## config.mk

```make
export PLATFORM = sky130hd
export DESIGN_NAME = imem_loader
export DESIGN_NICKNAME = d
export VERILOG_FILES = /design/src/rtl/mips_pkg.sv /design/src/rtl/imem_loader.sv
export SDC_FILE = /design/constraint.sdc
export NUM_CORES = 1
export LEC_CHECK = 0
export ABC_AREA = 1
export CORE_MARGIN = 8
export CORE_UTILIZATION = 45
export CTS_CLUSTER_SIZE = 30
export DETAILED_ROUTE_END_ITERATION = 12
export GPL_TIMING_DRIVEN = 0
export PLACE_DENSITY = 0.83
export SLEW_MARGIN = 10
export SYNTH_ARGS = -nofsm -noshare
export SYNTH_HDL_FRONTEND = slang
export SYNTH_SLANG_ARGS = --single-unit
```

## constraint.sdc

```tcl
create_clock -name clk -period 1.6 [get_ports clk]
set_input_delay 0.4 -clock clk [delete_from_list [all_inputs] [get_ports clk]]
set_output_delay 0.4 -clock clk [all_outputs]
set_load 0.01 [all_outputs]
```

## src/rtl/mips_pkg.sv

```systemverilog
// Shared definitions for the MIPS top view and the boot-time instruction loader.
package mips_pkg;

  // Loader protocol states: length header, payload words, trailing checksum, terminal states.
  typedef enum logic [2:0] {
    S_LEN_HI,
    S_LEN_LO,
    S_DATA,
    S_CSUM,
    S_DONE,
    S_ERR
  } loader_state_t;

  localparam int unsigned WORD_BYTES = 4;
  localparam int unsigned LEN_W      = 16;

endpackage

```

## src/rtl/imem_loader.sv

```systemverilog
// Boot-time instruction memory loader: unpacks a length-prefixed byte stream into 32-bit
// big-endian words, writes them at word-aligned byte addresses and releases the core
// only once the image checksum has verified.
module imem_loader
  import mips_pkg::*;
#(
  parameter int unsigned DEPTH_WORDS = 256,
  parameter int unsigned ADDR_W      = 32
) (
  input  logic              clk,
  input  logic              reset,
  input  logic [7:0]        in_data,
  input  logic              in_valid,
  output logic              in_ready,
  output logic              wr_en,
  output logic [ADDR_W-1:0] wr_addr,
  output logic [31:0]       wr_data,
  output logic              cpu_run,
  output logic              done,
  output logic              error
);

  loader_state_t    state_q, state_d;
  logic [LEN_W-1:0] len_q, len_d;
  logic [LEN_W-1:0] idx_q, idx_d;
  logic [1:0]       cnt_q, cnt_d;
  logic [23:0]      shift_q, shift_d;
  logic [7:0]       csum_q, csum_d;
  logic             wr_en_q, wr_en_d;
  logic [ADDR_W-1:0] wr_addr_q, wr_addr_d;
  logic [31:0]      wr_data_q, wr_data_d;

  logic             accept;
  logic [LEN_W-1:0] len_new;
  logic [LEN_W-1:0] idx_inc;
  logic [LEN_W+1:0] byte_addr;

  assign accept    = in_valid && in_ready;
  assign len_new   = {len_q[LEN_W-1:8], in_data};
  assign idx_inc   = idx_q + 1'b1;
  assign byte_addr = {idx_q, 2'b00};

  // State and datapath registers; synchronous active-low reset wins over any handshake.
  always_ff @(posedge clk) begin
    if (!reset) begin
      state_q   <= S_LEN_HI;
      len_q     <= '0;
      idx_q     <= '0;
      cnt_q     <= '0;
      shift_q   <= '0;
      csum_q    <= '0;
      wr_en_q   <= 1'b0;
      wr_addr_q <= '0;
      wr_data_q <= '0;
    end else begin
      state_q   <= state_d;
      len_q     <= len_d;
      idx_q     <= idx_d;
      cnt_q     <= cnt_d;
      shift_q   <= shift_d;
      csum_q    <= csum_d;
      wr_en_q   <= wr_en_d;
      wr_addr_q <= wr_addr_d;
      wr_data_q <= wr_data_d;
    end
  end

  // Next-state and datapath update; every field holds unless a byte is accepted.
  always_comb begin
    state_d   = state_q;
    len_d     = len_q;
    idx_d     = idx_q;
    cnt_d     = cnt_q;
    shift_d   = shift_q;
    csum_d    = csum_q;
    wr_en_d   = 1'b0;
    wr_addr_d = wr_addr_q;
    wr_data_d = wr_data_q;
    case (state_q)
      S_LEN_HI: begin
        if (accept) begin
          len_d   = {in_data, 8'h00};
          state_d = S_LEN_LO;
        end
      end
      S_LEN_LO: begin
        if (accept) begin
          len_d = len_new;
          if (32'(len_new) > DEPTH_WORDS) begin
            state_d = S_ERR;
          end else if (len_new == '0) begin
            state_d = S_CSUM;
          end else begin
            state_d = S_DATA;
          end
        end
      end
      S_DATA: begin
        if (accept) begin
          csum_d  = csum_q ^ in_data;
          shift_d = {shift_q[15:0], in_data};
          cnt_d   = cnt_q + 2'd1;
          // Last byte of a word: the three earlier bytes sit in the shift register.
          if (cnt_q == 2'(WORD_BYTES - 1)) begin
            wr_en_d   = 1'b1;
            wr_addr_d = ADDR_W'(byte_addr);
            wr_data_d = {shift_q, in_data};
            idx_d     = idx_inc;
            if (idx_inc == len_q) begin
              state_d = S_CSUM;
            end
          end
        end
      end
      S_CSUM: begin
        if (accept) begin
          state_d = (in_data == csum_q) ? S_DONE : S_ERR;
        end
      end
      default: begin
        state_d = state_q;
      end
    endcase
  end

  // Status outputs decode from state alone; write port comes straight from registers.
  always_comb begin
    in_ready = 1'b0;
    cpu_run  = 1'b0;
    done     = 1'b0;
    error    = 1'b0;
    unique case (state_q)
      S_LEN_HI, S_LEN_LO, S_DATA, S_CSUM: in_ready = 1'b1;
      S_DONE: begin
        cpu_run = 1'b1;
        done    = 1'b1;
      end
      S_ERR:   error = 1'b1;
      default: in_ready = 1'b0;
    endcase
    wr_en   = wr_en_q;
    wr_addr = wr_addr_q;
    wr_data = wr_data_q;
  end

endmodule

```

==> qor.yml, run 1 <==
power:
  pwr_density_cell_mw_per_mm2: 1120
  ir_worst_vdd_v: 0.000588
  finalPower_uw: 7680
  p_leak_uw: 0.00329
clock_tree:
  htreeDepth: 4
  clk_pin_slew_ns: 0.06
  cts_tree: "done"
  cts_sinks: 118
  clock_path_buffers: 2
  cts-buffers-inserted: 17
  root_buffer: "clkbuf_16"
  insertion_delay_ns: 0.42
sta:
  slew_violations: 0
  fmax_mhz: 546
  worst_slew_margin_rel: 0.595
  rsz0062_at_grt: "true"
  finalCriticalPeriod_ns: 1.83
  hold_viol_final: 0
  setup_viol: 3
  worstMarginPinSlew_ns: 0.608
  setup_ws_ns: -0.232
  fin_skew_ns: 0.00962
  fin_crit_sh: 1.15
global_route:
  grt_pass1_wl_mm: 23.8
  grt_max_degree: 17
  grt_usage: 0.199
  grt_antenna_before_repair: 0
  grt-ovfl-total: 0
  grt_pass1_vias: 4847
floorplanning:
  start_util: 0.459
  die-area_mm2: 0.0153
  rows: 39
  io_pins: 80
  core-area_mm2: 0.0114
  die_h_um: 124
  die_w_um: 124
critical_path:
  cp.required_ns: 1.90
  worst_ep_arrival_time_ns: 2.14
  worst_setup_path_end_kind: "flip-flop"
  r2r_setup_slack_ns: -0.23
  crit_fanout: 5
  cp-start-kind: "flip-flop"
  path_class: "reg -> reg"
cells_and_area:
  fin_nets: 814
  fin_util: 0.605
  syn2layout_area_growth_pct: 31.7
  n_fill_cell: 978
  antenna_cells: 0
  seq_area_mm2: 0.00239
  multiInputGateArea_mm2: 0.00254
  drive_above_1_share: 0.181
routing:
  num_vias: 5137
  drc: 0
  post_drt_wl_per_cell_um: 16.0
  firstDrtPassIters: 5
  via_per_inst: 5.37
  wl_mm: 15.2
  ant_nets: 0
  drtIter0Drc: 477
logic_synthesis:
  async_reset_ff_frac: 0
  synth_edf_count: 0
  syn_area_per_cell_um2: 7.51
  syn_area_mm2: 0.00522
  synthCells: 695
  seq_area_frac_synth: 0.453
  yosysWarnings: 0
  ys_types: 37
  ys.flop_type: "dfxtp_1"
  ys_ff_latch: 118
placed_design:
  place_congestion: 0.850
  hpwl_mm: 10.3
  portBuffers: 62
run_status:
  violations: "setup timing"
  outcome: "complete, but fails checks"
hold_path:
  hp-class: "reg -> reg"
flow_run:
  drv_cap: 0
==> timing repair <==
item                                    in CTS  in global routing
hold buffers                                 0                  0
cloned                                       1                  0
pin swaps                                    6                  6
gates resized for setup                    102                 41
endpoints found under the setup margin     159                100
setup buffers                                8                  3
endpoints found under the hold margin        0                  0
==> cells in the final DEF (no fill, tap or decap), drive strengths merged <==
cell,n
inv,71
clkbuf,41
xnor2,2
o22ai,5
nor2,103
or2,3
clkinvlp,3
xor2,10
a21oi,55
and3,1
nand3b,2
nand3,57
dlygate4sd2,50
bufinv,1
clkdlybuf4s50,9
ha,2
conb,16
buf,38
o21ai,93
o21bai,3
o211ai,5
clkinv,5
a211oi,4
nor4,3
nand2,98
dfxtp,118
nand4,12
nor3,3
==> cells in the mapped netlist (2+ instances only) <==
master	n	area (µm²)
dfxtp_1	118	2360
nor2_1	91	342
o21ai_0	91	455
nand2_1	89	334
inv_1	61	229
nand3_1	55	275
a21oi_1	54	270
clkbuf_1	25	93.8
buf_4	18	135
nand4_1	11	68.8
xor2_1	10	87.6
buf_2	5	25.0
inv_2	5	18.8
nand2_4	5	56.3
o211ai_1	5	37.5
o22ai_1	5	31.3
a211oi_1	4	30.0
nand2_2	4	25.0
nor2_2	4	25.0
nor2_4	4	45.0
nor2_8	3	60.1
nor3_1	3	15.0
nor4_1	3	18.8
or2_2	3	18.8
ha_1	2	25.0
nand3_2	2	20.0
nand3b_1	2	15.0
o21ai_1	2	10.0
o21bai_1	2	15.0
xnor2_1	2	17.5
==> worst paths after layout <==
path | start | endpoint | cells past startpoint
setup / recovery | idx_q[1] | state_q[1] | 14
hold / removal | wr_data[10] | wr_data[10] | 2
hold reg to reg | wr_data[10] | wr_data[10] | 2
setup reg to reg | idx_q[1] | state_q[1] | 14
==> cell type report <==
class                           instances  area share
Multi-Input combinational cell        477       0.369
Sequential cell                       118       0.348
Clock inverter                         13      0.0182
Inverter                               67      0.0391
Tap cell                              143      0.0260
Clock buffer                           18      0.0624
Timing Repair Buffer                   73      0.0919
Buffer                                 47      0.0450
==> through the flow <==
stage / std cells / area, µm² / hold WS (ns) / setup WS (ns) / setup TNS, ns
2_1_floorplan: 710 / 5340 / 0.430 / -0.0154 / -0.0293
3_3_place_gp: 915 / 6130 / 0.454 / -0.765 / -58.70
3_5_place_dp: 915 / 6130 / 0.460 / -0.760 / -61.02
4_1_cts: 953 / 6760 / 0.467 / -0.212 / -0.671
5_1_grt: 956 / 6870 / 0.476 / -0.341 / -1.04
6_report: 956 / 6870 / 0.471 / -0.232 / -0.667
==> report_power, final <==
part,total (µW),internal (µW),switching (µW),leakage [µW]
combinational,865,322,543,0.00206
clock,3600,2140,1450,0.000264
sequential,3220,3090,127,0.000962
total,7680,5560,2120,0.00329
==> per-layer routing <==
metal / GRT usage / share of wire / up-vias
met1: 0.235 / 0.39 / 2344
met4: 0.0933 / 0.031 / 0
met2: 0.331 / 0.49 / 254
li1: - / - / 2489
met5: 0 / 0 / -
met3: 0.0530 / 0.085 / 50
==> kinds of logic (layout without fill, tap and decap cells) <==
logic type | after synthesis | after routing | share of synthesized area
simple gates | 281 | 282 | 0.256
compound gates | 165 | 165 | 0.168
flops | 118 | 118 | 0.453
buf+inv | 116 | 218 | 0.0976
xor+xnor | 12 | 12 | 0.0201
fa+ha+maj | 2 | 2 | 0.00479
other cells | 1 | 16 | 0.000718
==> worst max-delay path, stage by stage (launching register included) <==
cell and delay [ns]:
dfxtp_4 0.38, ha_4 0.17, nand2_4 0.09, nor2_8 0.14, nand3_1 0.09, nand2_1 0.08, nand3_1 0.07, nand2_1 0.07
nand2_1 0.08, nor2_2 0.16, nand3_2 0.13, nand2_4 0.10, nand3_1 0.07, nand2_1 0.06, nor2_1 0.03
==> sequential cells by signal, indices dropped and copies added (netlist names) <==
| name | flops |
|---|---|
| wr_data | 32 |
| shift_q | 24 |
| idx_q | 16 |
| len_q | 16 |
| wr_addr | 16 |
| csum_q | 8 |
| state_q | 3 |
| cnt_q | 2 |
| wr_en | 1 |
Note: power is estimated with default switching activity, not from simulation.
==> inputs of run 2 (changes only) <==
CTS_CLUSTER_SIZE = not set   (was 30)
==> results of run 2 <==
Final layout, timing and power as in run 1 (identical DEF).
==> inputs of run 3 (changes only) <==
CORE_MARGIN = 2   (was 8)
GPL_ROUTABILITY_DRIVEN = 0   (was not set)
==> run 3 against run 2 <==
  * The run still ends with setup timing left
  * Via count up 2.1%
  * Largest cell class unchanged
  * Non-clock buffer count rose by 8
  * Core utilization grew 0.83 points
==> qor.yml, run 3 (synthesized netlist as in run 1, its figures left out) <==
run_status:
  outcome: "complete, but fails checks"
  violations: "setup timing"
clock_tree:
  clk_pin_slew_ns: 0.06  # about the same
  cts_tree: "done"
  cts-hold-fix-buffers: 0  # unchanged
  clock_path_buffers: 2  # unchanged
  insertion_delay_ns: 0.42  # about the same
  root_buffer: "clkbuf_16"
  cts_sinks: 118  # unchanged
  cts-buffers-inserted: 17  # unchanged
  htreeDepth: 4  # unchanged
sta:
  worstMarginPinSlew_ns: 0.511  # -0.0967 ns
  setup_viol: 3  # unchanged
  fin_crit_sh: 1.21  # +0.0603
  tns_ns: -0.962  # -0.295 ns
  fmax_mhz: 518  # -5.0%
  finalCriticalPeriod_ns: 1.93  # +0.0964 ns
  fin_skew_ns: 0.00729  # -0.00233 ns
  slew_violations: 0  # unchanged
  worst_slew_margin_rel: 0.659  # +0.0645
  hold_viol_final: 0  # unchanged
  rsz0062_at_grt: "true"
  setup_ws_ns: -0.329  # -0.0964 ns
  hold_slack_ns: 0.466  # -0.00464 ns
cells_and_area:
  fin_nets: 822  # +0.98%
  n_fill_cell: 946  # -3.3%
  multiInputGateArea_mm2: 0.00258  # +1.5%
  largest_register_ffs: 32  # unchanged
  final_cell_mix: "dfxtp_1, o21ai_0, nor2_1, nand2_1, inv_1"
  finalNonFillerCells: 964  # +0.84%
  design_area_mm2: 0.00697  # +1.4%
  syn2layout_area_growth_pct: 33.5
  antenna_cells: 0  # unchanged
  drive_above_1_share: 0.199  # +0.0177
  seq_area_mm2: 0.00239  # -0.16%
  final_common_cell: "dfxtp_1"
routing:
  post_drt_wl_per_cell_um: 15.9  # -0.31%
  drc: 0  # unchanged
  ant_nets: 0  # unchanged
  via_per_inst: 5.44  # +1.3%
  firstDrtPassIters: 7  # +2
  wl_mm: 15.3  # +0.52%
  drtIter0Drc: 554  # +16%
  num_vias: 5245  # +2.1%
critical_path:
  path_class: "reg -> reg"
  path_common_cell: "nand3_2"
  cp.required_ns: 1.94  # +0.04 ns
  worst_ep_arrival_time_ns: 2.27  # +0.13 ns
  cp_cell_sequence: "ha_4 -> nand2_4 -> nor2_8 -> nand3_2 -> nand3_2 -> nand2_1 -> nor2_2 -> nand3_2 -> nor2_4 -> nand3_2 -> nand2_4 -> nand3_2 -> a21oi_2"
  r2r_setup_slack_ns: -0.33  # -0.10 ns
  cp-start-kind: "flip-flop"
  worst_setup_path_end_kind: "flip-flop"
  cpMaxStageDelayCell: "dfxtp_4"
  crit_path_start: "idx_q[1]"
  rr_worst_depth: 13  # -1
  crit_fanout: 5  # unchanged
  endpoint: "state_q[2]"
  crit_path_max_incr_delay_ns: 0.37  # about the same
  worst_r2r_endpoint: "state_q[2]"
  r2r-start: "idx_q[1]"
global_route:
  grt_pass1_wl_mm: 23.6  # -0.84%
  grt-ovfl-total: 0  # unchanged
  grt_antenna_before_repair: 0  # unchanged
  grt_max_degree: 17  # unchanged
  grt_usage: 0.238  # +0.0386
  grt_pass1_vias: 4741  # -2.2%
placed_design:
  portBuffers: 62  # unchanged
  place_area_mm2: 0.00613  # unchanged
  hpwl_mm: 9.82  # -4.9%
  dp_cells: 915  # unchanged
floorplanning:
  start_util: 0.459  # unchanged
  io_pins: 80  # unchanged
  die-area_mm2: 0.0125  # -18%
  core-area_mm2: 0.0114  # unchanged
  rows: 39  # unchanged
  die_h_um: 112  # -9.7%
  die_w_um: 112  # -9.7%
power:
  p_leak_uw: 0.00335  # +1.8%
  ir_worst_vdd_v: 0.000779  # +33%
  pwr_density_cell_mw_per_mm2: 1110  # -0.32%
  finalPower_uw: 7760  # +1.0%
hold_path:
  hp-class: "reg -> reg"
flow_run:
  drv_cap: 0  # unchanged
-- run 3: changes by cell type in the layout (fill, tap and decap cells not counted), moves of 2 or more --
cell	change
buf_4	+7
nand3_1	-5
clkbuf_2	+4
nand3_2	+4
clkbuf_1	-3
buf_2	+2
buf_6	-2
buf_8	+2
clkbuf_4	-2
nand2_1	-2
nand2_2	+2
-- run 3: stage by stage --
step,worst slack (ns),util
floorplan,-0.0154,-
CTS,-0.246,0.594
global placement,-0.763,0.540
detailed placement,-0.779,0.540
global route,-0.433,0.613
finish,-0.329,0.613
-- run 3: metal layers --
layer / global-route usage / routed length [µm] / vias to the layer above
met4: 0.123 / 706 / 0
met5: 0 / 0 / -
met3: 0.0572 / 1270 / 69
met1: 0.290 / 5940 / 2396
li1: - / - / 2499
met2: 0.392 / 7410 / 281
-- run 3: final cells by class --
| class | instances | area share |
|---|---|---|
| clock buffers | 18 | 0.0616 |
| plain buffers | 46 | 0.0418 |
| clock inverters | 13 | 0.0181 |
| multi-input cells | 477 | 0.370 |
| inverters | 67 | 0.0386 |
| well taps | 143 | 0.0257 |
| flip-flops and latches | 118 | 0.343 |
| repair buffers | 82 | 0.101 |
-- run 3: worst min-delay path by stage --
stage	start	to	slack [ns]	cells after the start
after floorplan	shift_q[2]	wr_data[10]	0.43	2
after global placement	shift_q[5]	wr_data[13]	0.45	2
after detailed placement	shift_q[1]	wr_data[9]	0.45	2
after CTS	shift_q[5]	wr_data[13]	0.46	2
after global routing	wr_data[11]	wr_data[11]	0.49	2
final	shift_q[5]	wr_data[13]	0.47	2
-- run 3: worst max-delay path: cells and delay by family, from the launching register on --
family          cells  cell delay, ns
compound gates      1            0.13
fa+ha+maj           1            0.17
flops               1            0.37
simple gates       11            1.18
-- run 3: power breakdown --
group	internal, µW	total [µW]	switching [µW]
registers	3090	3220	133
clock network	2140	3580	1440
logic	371	953	582
total	5600	7760	2160
-- run 3: timing repair --
| item | 4_1_cts | 5_1_grt |
|---|---|---|
| cloned | 1 | 0 |
| setup buffers | 7 | 13 |
| resized for setup | 99 | 54 |
| pin swaps | 7 | 14 |
| setup endpoints to repair | 158 | 101 |
==> variant (settings of run 1) <==
`ADDR_W`: 32 -> 40.
--- a/src/rtl/imem_loader.sv
+++ b/src/rtl/imem_loader.sv
@@ -5,7 +5,7 @@
   import mips_pkg::*;
 #(
   parameter int unsigned DEPTH_WORDS = 256,
-  parameter int unsigned ADDR_W      = 32
+  parameter int unsigned ADDR_W      = 40
 ) (
   input  logic              clk,
   input  logic              reset,
Interface: changed (resized wr_addr); port bits go from 80 to 88. No check against the original RTL was run, so the function may have changed too.
==> variant against run 1 <==
The run still ends with setup timing left. Hold slack got worse by 0.0050 ns. Area after synthesis grew 1.2%. Via count rose by 0.43%. Total power increased by 3.3%. Final area is 1.9% higher. Clock skew about the same. Sequential cell count unchanged. Wire length up 1.7%. Worst setup slack barely moved. Largest power group unchanged.
==> variant: results <==
metrics = {
    "outcome": {
        "status": "finished with violations",
        "failed_checks": "setup timing",
    },
    "power": {
        "netSwitchingPower_uw": 2300,
        "p_comb_uw": 909,
        "p_comb_share_pct": 11.5,
        "leakagePower_uw": 0.00339,
        "max-vdd-ir-drop_v": 0.000681,
    },
    "grt": {
        "grtUsageMet3_pct": 6.47,
        "gr-usage-met1_pct": 21.4,
        "use_met2_pct": 32.6,
        "grt_util_all_layers_pct": 19.3,
    },
    "logic_synthesis": {
        "syn_avg_cell_area_um2": 7.51,
        "yosysSeqAreaShare_pct": 44.7,
    },
    "place": {
        "dp_hpwl_um": 10400,
        "gp_congestion": 0.854,
        "dp_cells": 931,
    },
    "setup_path": {
        "r2r_end": "state_q[0]",
        "cp-startpoint": "idx_q[0]",
    },
    "sta": {
        "setup_slack_ns": -0.232,
        "worst_hold_slack_ns": 0.466,
        "setup_viol": 9,
        "slew_headroom_pct": 61.1,
    },
    "hold_path": {
        "min_from": "wr_data[12]",
        "min_to": "wr_data[12]",
    },
    "drt": {
        "wl_met3_um": 1350,
        "drtIter0Drc": 478,
        "wl_met2_um": 7630,
        "wl_met1_um": 6010,
        "via_count": 5159,
        "post_drt_wl_per_cell_um": 15.9,
    },
    "layout": {
        "drive_gt1_share_pct": 19.1,
        "nets": 832,
    },
}
variant: cell count changes after synthesis:
| cell | run 1 | this run |
|---|---|---|
| buf_4 | 18 | 26 |
variant: layout make-up:
cell class / instances / area [um^2]
sequential: 118 / 2390
clock buffer: 17 / 425
inverter: 67 / 262
timing repair buffer: 75 / 657
tap: 143 / 179
buffer: 55 / 357
clock inverter: 15 / 158
fill: 1000 / 4410
multi-input combinational: 485 / 2580
variant: critical path, delay by kind of cell, from the launching register on:
| kind | cells | cell delay, ns |
|---|---|---|
| fa+ha+maj | 1 | 0.18 |
| flops | 1 | 0.38 |
| simple gates | 13 | 1.15 |
variant: what timing repair did:
item                                    4_1_cts  5_1_grt
gates cloned                                  1        0
hold buffers                                  0        0
endpoints found under the setup margin      159      102
resized for setup                           111       30
buffers inserted                              7        6
pin swaps                                     7        7
variant: cells by family after synthesis:
logic type	Yosys count
adder cells (fa/ha/maj)	2
XOR/XNOR	12
other	1
flip-flops	118
buffers and inverters	124
AO/OA/AOI/OAI	165
AND/OR/NAND/NOR	281
